--- config.mk ---
export PLATFORM = sky130hd
export DESIGN_NAME = fifo_word_packer
export DESIGN_NICKNAME = d
export VERILOG_FILES = /design/src/rtl/fifo_word_packer.sv
export SDC_FILE = /design/constraint.sdc
export NUM_CORES = 1
export LEC_CHECK = 0
export ABC_AREA = 1
export CAP_MARGIN = 30
export CORE_ASPECT_RATIO = 2
export CORE_MARGIN = 8
export CORE_UTILIZATION = 42
export DETAILED_ROUTE_END_ITERATION = 12
export GPL_ROUTABILITY_DRIVEN = 0
export MAX_ROUTING_LAYER = met4
export PLACE_DENSITY = 0.69
export SETUP_SLACK_MARGIN = 0.3
export SYNTH_ARGS = -nofsm -noshare
export SYNTH_HDL_FRONTEND = slang
export SYNTH_SLANG_ARGS = --single-unit
--- constraint.sdc ---
create_clock -name clk -period 4.62 [get_ports clk]
set_clock_uncertainty 0.05 [all_clocks]
set_input_delay 0.924 -clock clk [delete_from_list [all_inputs] [get_ports clk]]
set_output_delay 0.924 -clock clk [all_outputs]
set_load 0.005 [all_outputs]
--- src/rtl/fifo_word_packer.sv ---
// Packs DATA_W-wide bytes read from an upstream FIFO into LANES-wide output words,
// with flush support for partial words and a running count of emitted words.
module fifo_word_packer #(
    parameter int unsigned DATA_W = 8,
    parameter int unsigned LANES  = 4
) (
    input  logic                    clk,
    input  logic                    reset,
    input  logic                    fifo_empty,
    input  logic [DATA_W-1:0]       fifo_rdata,
    output logic                    fifo_rd_en,
    input  logic                    flush,
    output logic [DATA_W*LANES-1:0] out_data,
    output logic [LANES-1:0]        out_keep,
    output logic                    out_valid,
    input  logic                    out_ready,
    output logic [15:0]             word_cnt
);
    localparam int unsigned CNT_W = $clog2(LANES + 1);
    localparam logic [CNT_W:0]   LANES_C  = (CNT_W + 1)'(LANES);
    localparam logic [CNT_W-1:0] LANES_M1 = CNT_W'(LANES - 1);

    typedef enum logic {FILL, HOLD} state_t;

    state_t           state, state_nxt;
    logic [CNT_W-1:0] fill_cnt;
    logic [CNT_W:0]   inflight;
    logic             pend, flush_pend, armed;
    logic             complete, flush_take, flush_done, handshake;
    logic [LANES-1:0] flush_keep;

    assign inflight   = {1'b0, fill_cnt} + (CNT_W + 1)'(pend);
    // The capture that fills the last lane goes straight to HOLD on the same edge,
    // so out_valid appears one cycle after the final read returns.
    assign complete   = pend && (fill_cnt == LANES_M1);
    assign flush_take = (state == FILL) && flush && (inflight != '0) && !complete;
    assign flush_done = (state == FILL) && flush_pend && !pend;
    assign handshake  = (state == HOLD) && out_ready;

    always_comb begin
        flush_keep = '0;
        for (int unsigned i = 0; i < LANES; i++) begin
            flush_keep[i] = (i < 32'(fill_cnt));
        end
    end

    always_ff @(posedge clk or negedge reset) begin
        if (!reset) begin
            state <= FILL;
        end else begin
            state <= state_nxt;
        end
    end

    // armed holds off reads until the first clock edge after reset release.
    always_comb begin
        state_nxt  = state;
        fifo_rd_en = 1'b0;
        case (state)
            FILL: begin
                fifo_rd_en = armed && !fifo_empty && !flush_pend && (inflight < LANES_C);
                if (complete || flush_done) begin
                    state_nxt = HOLD;
                end
            end
            HOLD: begin
                if (out_ready) begin
                    state_nxt = FILL;
                end
            end
        endcase
    end

    always_ff @(posedge clk or negedge reset) begin
        if (!reset) begin
            armed      <= 1'b0;
            pend       <= 1'b0;
            flush_pend <= 1'b0;
            fill_cnt   <= '0;
            out_data   <= '0;
            out_keep   <= '0;
            out_valid  <= 1'b0;
            word_cnt   <= '0;
        end else begin
            armed <= 1'b1;
            pend  <= fifo_rd_en;
            if (pend) begin
                for (int unsigned i = 0; i < LANES; i++) begin
                    if (32'(fill_cnt) == i) begin
                        out_data[i*DATA_W +: DATA_W] <= fifo_rdata;
                    end
                end
                fill_cnt <= fill_cnt + CNT_W'(1);
            end
            if (complete) begin
                out_keep   <= '1;
                out_valid  <= 1'b1;
                flush_pend <= 1'b0;
            end else if (flush_done) begin
                out_keep   <= flush_keep;
                out_valid  <= 1'b1;
                flush_pend <= 1'b0;
            end else if (flush_take) begin
                flush_pend <= 1'b1;
            end
            if (handshake) begin
                fill_cnt  <= '0;
                out_data  <= '0;
                out_keep  <= '0;
                out_valid <= 1'b0;
                word_cnt  <= word_cnt + 16'd1;
            end
        end
    end
endmodule

* After elaboration in Yosys (flattened, before gate mapping)
Cells that the tools add are included.
Storage, ports and cells: logic and storage cells 73, register bits after elaboration 60
Operators by class: reductions and logical operators 28, bitwise operators 1, $lt $le $gt $ge 5, muxes and demuxes 21, equal/unequal tests 3, add/sub/neg operators 3
Operators by type and width (number):
- two-way mux 32 bit | 2
- two-way mux 8 bit | 4
- adder 16 x 1 -> 16 bit, second input constant | 1
- two-way mux 4 bit | 3
- logical AND 1 bit | 10
- nonzero test 2 bit | 5
- two-way mux 1 bit | 9
- AND reduction 2 bit | 4
- == test 3 x 2 -> 1 bit, second input constant | 2
- less-than comparator 1 x 3 -> 1 bit, first input constant | 2
- less-than comparator 2 x 3 -> 1 bit, first input constant | 2
- two-way mux 3 bit | 2
- nonzero test 3 bit | 2
- adder 3 x 1 -> 4 bit | 1
- zero test 1 bit | 4
- less-than comparator 4 x 3 -> 1 bit, second input constant | 1
- nonzero test 4 bit | 1
- adder 3 x 1 -> 3 bit, second input constant | 1
- == test 3 x 1 -> 1 bit, second input constant | 1
- zero test 3 bit | 1
- case mux 1 bit (2 select lines) | 1
- logical OR 1 bit | 1
- NOT 1 bit | 1

* Logic depth before layout (Yosys ltp)
Gate-level depths: netlist of the first run.
depth after elaboration 7, depth in mapped cells 7, depth with buffers taken out 7

* Worst setup path before layout of the first run
OpenSTA, ideal clock, no wires.
path kind input to output, start point input fifo_empty, end point output fifo_rd_en, stages 3, path slack 2446 ps, data arrival time 1200 ps, cell sequence nor2_1 -> nand3_1 -> nor2_1
Between the ends: longest elaborated chain between the ends 5
RTL lines:
- from (decl) | line 9 | input logic fifo_empty,
- zero test 1 bit | line 61 | fifo_rd_en = armed && !fifo_empty && !flush_pend && (inflight < LANES_C);
- logical AND 1 bit (3 in a row) | line 61
- two-way mux 1 bit | line 59 | case (state)
- to (decl) | line 11 | output logic fifo_rd_en,
Every way passes these cells.

* Worst setup path in the final report of the first run
Ends and elaborated chain as after synthesis.

==> impl_metrics.csv, run 1 <==
group,metric,value,unit
drt,drt_iter0_markers,150,
sta,setup_viol,0,
status,status,"completed",
sta,rsz0062_at_grt,"false",
yosys,yosysSeqAreaShare,53.7,%
drt,drtPass1Iterations,4,
critical_path,crit_type,"in2out",
yosys,synthArstFlopShare,100,%
global_route,grt_pass1_vias,2487,
sta,max_freq,320,MHz
drt,wl,6.95,mm
yosys,synth_cell_types,32,
global_route,grt_pass1_wl,12.0,mm
global_route,track_usage,16.0,%
critical_path,cp_data_arrival_time,2150,ps
clock_network,cts-root-buf,"clkbuf_16",
yosys,syn_nets,333,
die,start_util,42.9,%
clock_network,max-clock-path-buffers,2,
die,die_h,131,um
global_route,grt_max_degree,61,
placed_design,io_buffers,66,
die,fp-row-count,42,
global_route,antenna_found_initial,0,
sta,period_minus_slack,3120,ps
placed_design,place_ws,1490,ps
yosys,syn_avg_cell_area,8.90,um^2
yosys,netlist_top_cells_area,"dfrtp_1 (54%), nand2_1 (12%), nand3_1 (6.4%), inv_1 (4.2%), ha_1 (2.7%)",
sta,drv_slew,0,
power,power.leakage,1.90,nW
sta,hold_viol,0,
placed_design,place_area,3520,um^2
clock_network,cts_tree,"yes",
yosys,synth_edf_count,0,
placed_design,dpl.hpwl,4.95,mm
drt,ant_nets,0,
critical_path,crit_required,3650,ps
die,ios,67,
sta,max_slew_margin,44.5,%
yosys,ys_warn_count,0,
cells_and_area,insertedDiodeCount,0,
yosys,yosys_register_bits,60,
global_route,gr-total-overflow,0,
clock_network,insertion_delay,320,ps
sta,worst_slack,1500,ps
critical_path,end_kind,"output port",
critical_path,start_kind,"input port",
power,powerDensity,622,nW/um^2
sta,post-route-period-util,67.6,%
clock_network,cts_setup_buffers,0,
drt,via_per_inst,4.84,
cells_and_area,area.growth.synth_to_final,37.7,%
job,drv_cap,0,
clock_network,clk_transition_reported_paths,50,ps
drt,remaining_drc_errors,0,
yosys,syn_inst,314,
sta,totalNegativeSetupSlack,0,ps
die,dieArea,9680,um^2
cells_and_area,drive_gt1_share,12.9,%
yosys,synth.most_common_cell,"nand2_1",
yosys,ys_top_cells_by_count,"nand2_1 (90), dfrtp_1 (60), nand3_1 (36)",
drt,routed-via-count,2307,
sta,worst_pin_slew,830,ps
yosys,synthFlopType,"dfrtp_1",
cells_and_area,final_cell_area,3850,um^2
drt,wire_per_inst,14.6,um
clock_network,ctsResizeCount,0,
clock_network,htreeDepth,3,
critical_path,critPathMaxFanout,2,
die,coreArea,6520,um^2
min_path,hp-class,"reg2reg",
power,irDropWorstVdd,328,uV
die,die_w,73.7,um
clock_network,cts_made_buffers,9,
clock_network,cts-hold-fix-buffers,0,
cells_and_area,fin_nets,403,
yosys,synth_top_area_share,53.7,%
cells_and_area,fin_util,59.0,%
yosys,syn_area,2790,um^2
clock_network,cts.sinks,60,
yosys,synth.largest_area_cell,"dfrtp_1",
## final timing paths
path | from | end | slack [ps] | cells after the start
worst min-delay path | out_keep[2] | out_keep[2] | 450 | 2
worst min register to register | out_keep[2] | out_keep[2] | 450 | 2
max in group asynchronous | reset | out_data[29] | 3320 | 2
worst max register to register | state | out_data[15] | 2600 | 5
worst max-delay path | fifo_empty | fifo_rd_en | 1500 | 5
min in group asynchronous | reset | pend | 710 | 2
## layer usage
metal | GRT usage [%] | part of all wire (%)
met5 | - | 0
met4 | 6.39 | 2.1
met1 | 19.0 | 43
met2 | 24.2 | 48
met3 | 5.03 | 6.5
## per-stage QoR
step | hold slack [ps] | power (mW) | instances
CTS | 454 | 2.42 | 477
global route | 477 | 2.55 | 477
floorplan | 432 | 1.22 | 314
detailed placement | 442 | 1.68 | 461
global placement | 434 | 1.66 | 461
finish | 453 | 2.39 | 477
## sequential cells by signal (all words and copies together), names as in the netlist
name / cells
out_valid: 1
state: 1
pend: 1
fill_cnt: 3
word_cnt: 16
out_keep: 4
out_data: 32
flush_pend: 1
armed: 1
## logic make-up (layout without fill, tap and decap cells)
kind of cell / after synthesis / after routing / synth area share [%]
AND/OR/NAND/NOR: 174 / 174 / 29.4
flip-flops: 60 / 60 / 53.7
buffers and inverters: 43 / 118 / 6.36
AO/OA/AOI/OAI: 19 / 19 / 3.99
XOR/XNOR: 11 / 11 / 3.72
adder cells (fa/ha/maj): 6 / 6 / 2.69
other: 1 / 1 / 0.134
## where the power goes
| group | total [mW] | internal (mW) | leakage (nW) | switching, mW |
|---|---|---|---|---|
| combinational | 0.812 | 0.431 | 0.984 | 0.381 |
| sequential | 0.861 | 0.712 | 0.766 | 0.149 |
| clock | 0.721 | 0.485 | 0.151 | 0.236 |
## worst max-delay path, cell delays in order
cell             delay (ps)
clkdlybuf4s50_1         400
nor2_1                   80
nand3_1                  70
nor2_1                  150
clkdlybuf4s50_1         520
## cells in the final DEF (no fill, tap or decap), types with 2 or more instances in the layout
cell type,netlist,layout
a21oi_1,4,4
bufinv_16,0,2
clkbuf_16,0,9
clkdlybuf4s50_1,0,65
clkinvlp_4,0,3
dfrtp_1,60,60
ha_1,6,6
inv_1,31,31
inv_2,4,4
nand2_1,90,90
nand2_2,7,7
nand3_1,36,36
nand3_2,2,2
nand4_1,6,6
nor2_1,14,14
nor2_2,10,10
nor2_4,3,3
o21ai_0,3,3
o21ai_1,9,9
xnor2_1,5,5
xor2_1,5,5
## area by class of cell
class                   count  area [um^2]
inverters                  35          131
clock inverters             6         87.6
flip-flops and latches     60         1500
clock buffers              10          239
fillers                   636         2670
well taps                  88          110
multi-input cells         211         1110
repair buffers             67          663
Note: power is estimated with default switching activity, not from simulation.
==> run 2: changes to the inputs <==
Clock period 4.62 ns to 3.2 ns, I/O delays scaled along.
==> run 2 against run 1 <==
Sequential share of layout area grew 0.42 points. Register-to-register slack lost 1100 ps. Combinational power grew 44%. Cell area shrank 1.1%. Clock-buffer cell count grew 1. Final cell count is the same. Largest power group unchanged.
==> impl_metrics.csv, run 2 (synthesis gave the netlist of run 1 again) <==
group,metric,value,unit
cells_and_area,fin_util,58.4,%
power,seqPwrFrac,37.5,%
drt,drtPass1Iterations,5,
power,power.leakage,1.89,nW
global_route,track_usage,16.0,%
die,ios,67,
status,status,"completed",
clock_network,htreeDepth,3,
cells_and_area,multi_input_area,1110,um^2
drt,via_per_inst,4.85,
sta,worst_pin_slew,628,ps
drt,wire_per_inst,14.3,um
cells_and_area,largest_reg_flops,32,
global_route,grt_pass1_wl,11.8,mm
critical_path,start_kind,"flip-flop",
critical_path,cp_data_arrival_time,2020,ps
clock_network,insertion_delay,330,ps
die,start_util,42.9,%
cells_and_area,fillCellCount,604,
power,power_switching,1.09,mW
cells_and_area,insertedDiodeCount,0,
min_path,hp-class,"in2async",
cells_and_area,area.growth.synth_to_final,36.2,%
die,die_w,73.7,um
drt,remaining_drc_errors,0,
placed_design,dp.cells,462,
cells_and_area,largest-register,"out_data",
critical_path,cp_slowest_stage_delay,520,ps
power,power,3.30,mW
power,powerDensity,868,nW/um^2
drt,routed-via-count,2314,
clock_network,cts_made_buffers,9,
power,irDropWorstVdd,465,uV
drt,drt_iter0_markers,149,
global_route,gr-total-overflow,0,
clock_network,max-clock-path-buffers,2,
sta,hold_viol,0,
power,intPower,2.21,mW
clock_network,cts_setup_buffers,0,
sta,totalNegativeSetupSlack,0,ps
cells_and_area,mostFrequentLayoutCells,"nand2_1 (90), clkdlybuf4s50_1 (65), dfrtp_1 (60)",
cells_and_area,top_regs,"out_data x32, word_cnt x16, out_keep x4",
job,drv_cap,0,
global_route,grt_max_degree,34,
sta,max_freq,370,MHz
clock_network,clk_transition_reported_paths,50,ps
sta,drv_slew,0,
global_route,antenna_found_initial,0,
placed_design,dpl.hpwl,4.96,mm
sta,period_minus_slack,2710,ps
power,p_clk_share,27.0,%
critical_path,end_kind,"output port",
critical_path,crit_path_top_delay_cell,"clkdlybuf4s50_1",
cells_and_area,drive_gt1_share,12.9,%
cells_and_area,final_common_cell,"nand2_1",
clock_network,cts.sinks,60,
die,coreArea,6520,um^2
clock_network,cts-root-buf,"clkbuf_16",
die,die_h,131,um
sta,post-route-period-util,84.5,%
global_route,grt_pass1_vias,2463,
critical_path,crit_required,2510,ps
clock_network,ctsResizeCount,0,
critical_path,crit_type,"reg2out",
die,fp-row-count,42,
placed_design,io_buffers,66,
drt,ant_nets,0,
sta,rsz0062_at_grt,"false",
cells_and_area,final_cells,477,
cells_and_area,regArea,1500,um^2
die,dieArea,9680,um^2
drt,wl,6.81,mm
clock_network,cts-hold-fix-buffers,0,
power,pwr-share-comb,35.5,%
clock_network,cts_tree,"yes",
sta,setup_viol,0,
critical_path,crit_chain,"ha_1 > ha_1 > nor2_1 > a21oi_1 > nor2_1 > clkdlybuf4s50_1",
critical_path,critPathMaxFanout,6,
sta,max_slew_margin,58.2,%
power,swShare,33.1,%
cells_and_area,fin_nets,404,
[run 2: cell types whose count changed in the layout (fill, tap and decap cells not counted), sizes merged]
cell      previous run  this run
clkinvlp             3         2
bufinv               2         0
buf                  2         3
clkbuf              10        11
clkinv               1         2
[run 2: worst paths after layout]
| check | start | endpoint | slack [ps] | cells after the start |
|---|---|---|---|---|
| worst min register to register | word_cnt[15] | word_cnt[15] | 440 | 2 |
| min in group clk | word_cnt[15] | word_cnt[15] | 440 | 2 |
| worst min-delay path | reset | flush_pend | 280 | 1 |
| worst max register to register | fill_cnt[0] | out_data[23] | 1520 | 6 |
| max in group asynchronous | reset | word_cnt[11] | 1950 | 2 |
| worst max-delay path | fill_cnt[0] | fifo_rd_en | 490 | 6 |
[run 2: through the flow]
stage	cell area, um^2	hold WS [ps]	worst slack [ps]
6_report	3810	280	495
5_1_grt	3810	332	348
4_1_cts	3810	302	470
3_5_place_dp	3530	436	647
3_3_place_gp	3530	433	648
2_1_floorplan	2790	294	1370
[run 2: final cells by class]
cell class              count  share of cell area (%)
flip-flops and latches     60                    39.4
multi-input cells         211                    29.3
repair buffers             68                    17.6
clock buffers              11                    6.64
inverters                  35                    3.45
well taps                  88                    2.89
clock inverters             4                   0.657
[run 2: per-layer routing]
layer | routed length (um) | share of wire [%] | GRT usage, % | vias to the layer above
met5 | 0 | 0 | - | -
met4 | 112 | 1.6 | 6.84 | 0
met3 | 489 | 7.2 | 4.80 | 9
met2 | 3340 | 49 | 23.5 | 86
met1 | 2880 | 42 | 19.5 | 1086
li1 | - | - | - | 1133
[run 2: power groups by stage]
| stage | Sequential (mW) | Combinational, mW | Clock (mW) |
|---|---|---|---|
| after global placement | 1.24 | 1.16 | 0 |
| after CTS | 1.24 | 1.20 | 0.911 |
| after detailed placement | 1.24 | 1.18 | 0 |
| final | 1.24 | 1.17 | 0.891 |
| after global routing | 1.27 | 1.32 | 0.937 |
| after floorplan | 1.23 | 0.531 | 0 |
[run 2: worst max-delay path: cells and delay by family (launching register included)]
kind	cells	cell delay [ps]
flops	1	460
simple gates	2	200
fa+ha+maj	2	440
buf+inv	1	520
compound gates	1	60
==> run 3: changes to the inputs <==
Settings changed: PLACE_DENSITY 0.69 to 0.72.
Clock period 3.2 ns to 2.33 ns, I/O delays scaled along.
==> run 3 against run 2 <==
Register-to-register slack got worse by 990 ps. Utilization increased by 2.5 points. Combinational power increased by 44%. Clock-buffer cell count increased by 1. Worst setup slack got worse by 170 ps. Cell area increased by 4.2%. Sequential power increased by 36%. Final cell count increased by 1.5%. Largest power group unchanged. Highest routed layer unchanged.
==> impl_metrics.csv, run 3 (synthesis gave the netlist of run 1 again) <==
group,metric,value,unit
cells_and_area,multi_input_area,1150,um^2
cells_and_area,top_regs,"out_data x32, word_cnt x16, out_keep x4",
sta,drv_slew,0,
power,powerDensity,1220,nW/um^2
die,die_h,131,um
placed_design,place_ws,146,ps
drt,routed-via-count,2382,
cells_and_area,mostFrequentLayoutCells,"nand2_1 (89), clkdlybuf4s50_1 (64), dfrtp_1 (60)",
clock_network,cts_made_buffers,9,
sta,worst_slack,320,ps
drt,wire_per_inst,14.3,um
critical_path,crit_type,"reg2out",
cells_and_area,final_common_cell,"nand2_1",
cells_and_area,drive_gt1_share,16.2,%
global_route,grt_max_degree,51,
critical_path,end_kind,"output port",
clock_network,cts-root-buf,"clkbuf_16",
job,drv_cap,0,
drt,ant_nets,0,
critical_path,cp_data_arrival_time,1490,ps
cells_and_area,final_cells,484,
global_route,gr-total-overflow,0,
clock_network,max-clock-path-buffers,2,
global_route,grt_pass1_vias,2532,
sta,rsz0062_at_grt,"true",
global_route,antenna_found_initial,0,
cells_and_area,fin_nets,410,
status,status,"completed",
clock_network,htreeDepth,3,
sta,totalNegativeSetupSlack,0,ps
critical_path,start_kind,"flip-flop",
power,power.leakage,1.96,nW
sta,whs,447,ps
sta,max_freq,498,MHz
drt,drt_iter0_markers,111,
sta,post-route-period-util,86.3,%
global_route,track_usage,15.8,%
die,die_w,73.7,um
global_route,grt_pass1_wl,11.7,mm
die,coreArea,6520,um^2
die,fp-row-count,42,
die,ios,67,
drt,drtPass1Iterations,4,
die,start_util,42.9,%
placed_design,dpl.hpwl,4.97,mm
clock_network,insertion_delay,320,ps
sta,period_minus_slack,2010,ps
drt,via_per_inst,4.92,
critical_path,critPathMaxFanout,2,
drt,wl,6.91,mm
sta,setup_viol,0,
drt,remaining_drc_errors,0,
cells_and_area,largest-register,"out_data",
cells_and_area,insertedDiodeCount,0,
cells_and_area,largest_reg_flops,32,
critical_path,crit_required,1810,ps
placed_design,place_area,3580,um^2
cells_and_area,final_cell_area,3970,um^2
sta,hold_viol,0,
cells_and_area,fillCellCount,574,
clock_network,cts_tree,"yes",
clock_network,cts.sinks,60,
min_path,hp-class,"reg2reg",
placed_design,io_buffers,66,
cells_and_area,regArea,1500,um^2
die,dieArea,9680,um^2
clock_network,clk_transition_reported_paths,50,ps
cells_and_area,area.growth.synth_to_final,42.0,%
placed_design,dp.cells,465,
power,irDropWorstVdd,672,uV
==> run 3: where the power goes <==
part	internal [mW]	switching, mW	total (mW)	leakage [nW]
Sequential	1.41	0.281	1.69	0.766
Clock	1.02	0.429	1.45	0.169
Combinational	0.910	0.785	1.69	1.03
Total	3.34	1.49	4.84	1.96
==> run 3: repair_timing <==
item                                    4_1_cts  5_1_grt
endpoints found under the setup margin        1        1
pin swaps                                     3        3
buffers inserted                              2        0
hold endpoints to repair                     10        0
hold buffers                                  1        0
resized for setup                             9        4
==> run 3: worst max-delay path, stage by stage, from the launching register on <==
cell and delay, ps:
dfrtp_1 380, ha_2 210, ha_4 170, nand2_2 60, inv_2 40, a21oi_4 130
nor2_2 50, buf_2 120
==> run 3: path summary, 6_finish.rpt <==
path                                end  depth (start not counted)  slack (ps)        start
max                          fifo_rd_en                          7         320  fill_cnt[0]
min                         out_keep[1]                          2         450  out_keep[1]
max reg2reg                out_data[16]                          8         530  fill_cnt[0]
min reg2reg                 out_keep[1]                          2         450  out_keep[1]
max in group asynchronous   out_data[0]                          3        1180        reset
min in group asynchronous  out_data[30]                          2         510        reset
==> run 3: routing by layer <==
layer  GRT usage, %  vias up  routed length (um)
li1               -     1144                   -
met1           18.5     1157                2940
met2           24.1       75                3460
met3           3.96        6                 426
met4           7.85        0                  87
met5              -        -                   0
==> run 3: per-stage QoR <==
step                      power, mW  util [%]
after floorplan                2.41         -
after global placement         3.33      54.9
after detailed placement       3.38      54.9
after CTS                      4.88      60.7
after global routing           5.16      60.9
final                          4.84      60.9
==> run 3: final cells by class <==
| class | instances | area share (%) |
|---|---|---|
| flip-flops and latches | 60 | 37.9 |
| repair buffers | 74 | 18.6 |
| clock inverters | 4 | 1.77 |
| well taps | 88 | 2.78 |
| multi-input cells | 211 | 29.0 |
| inverters | 35 | 3.31 |
| clock buffers | 12 | 6.72 |
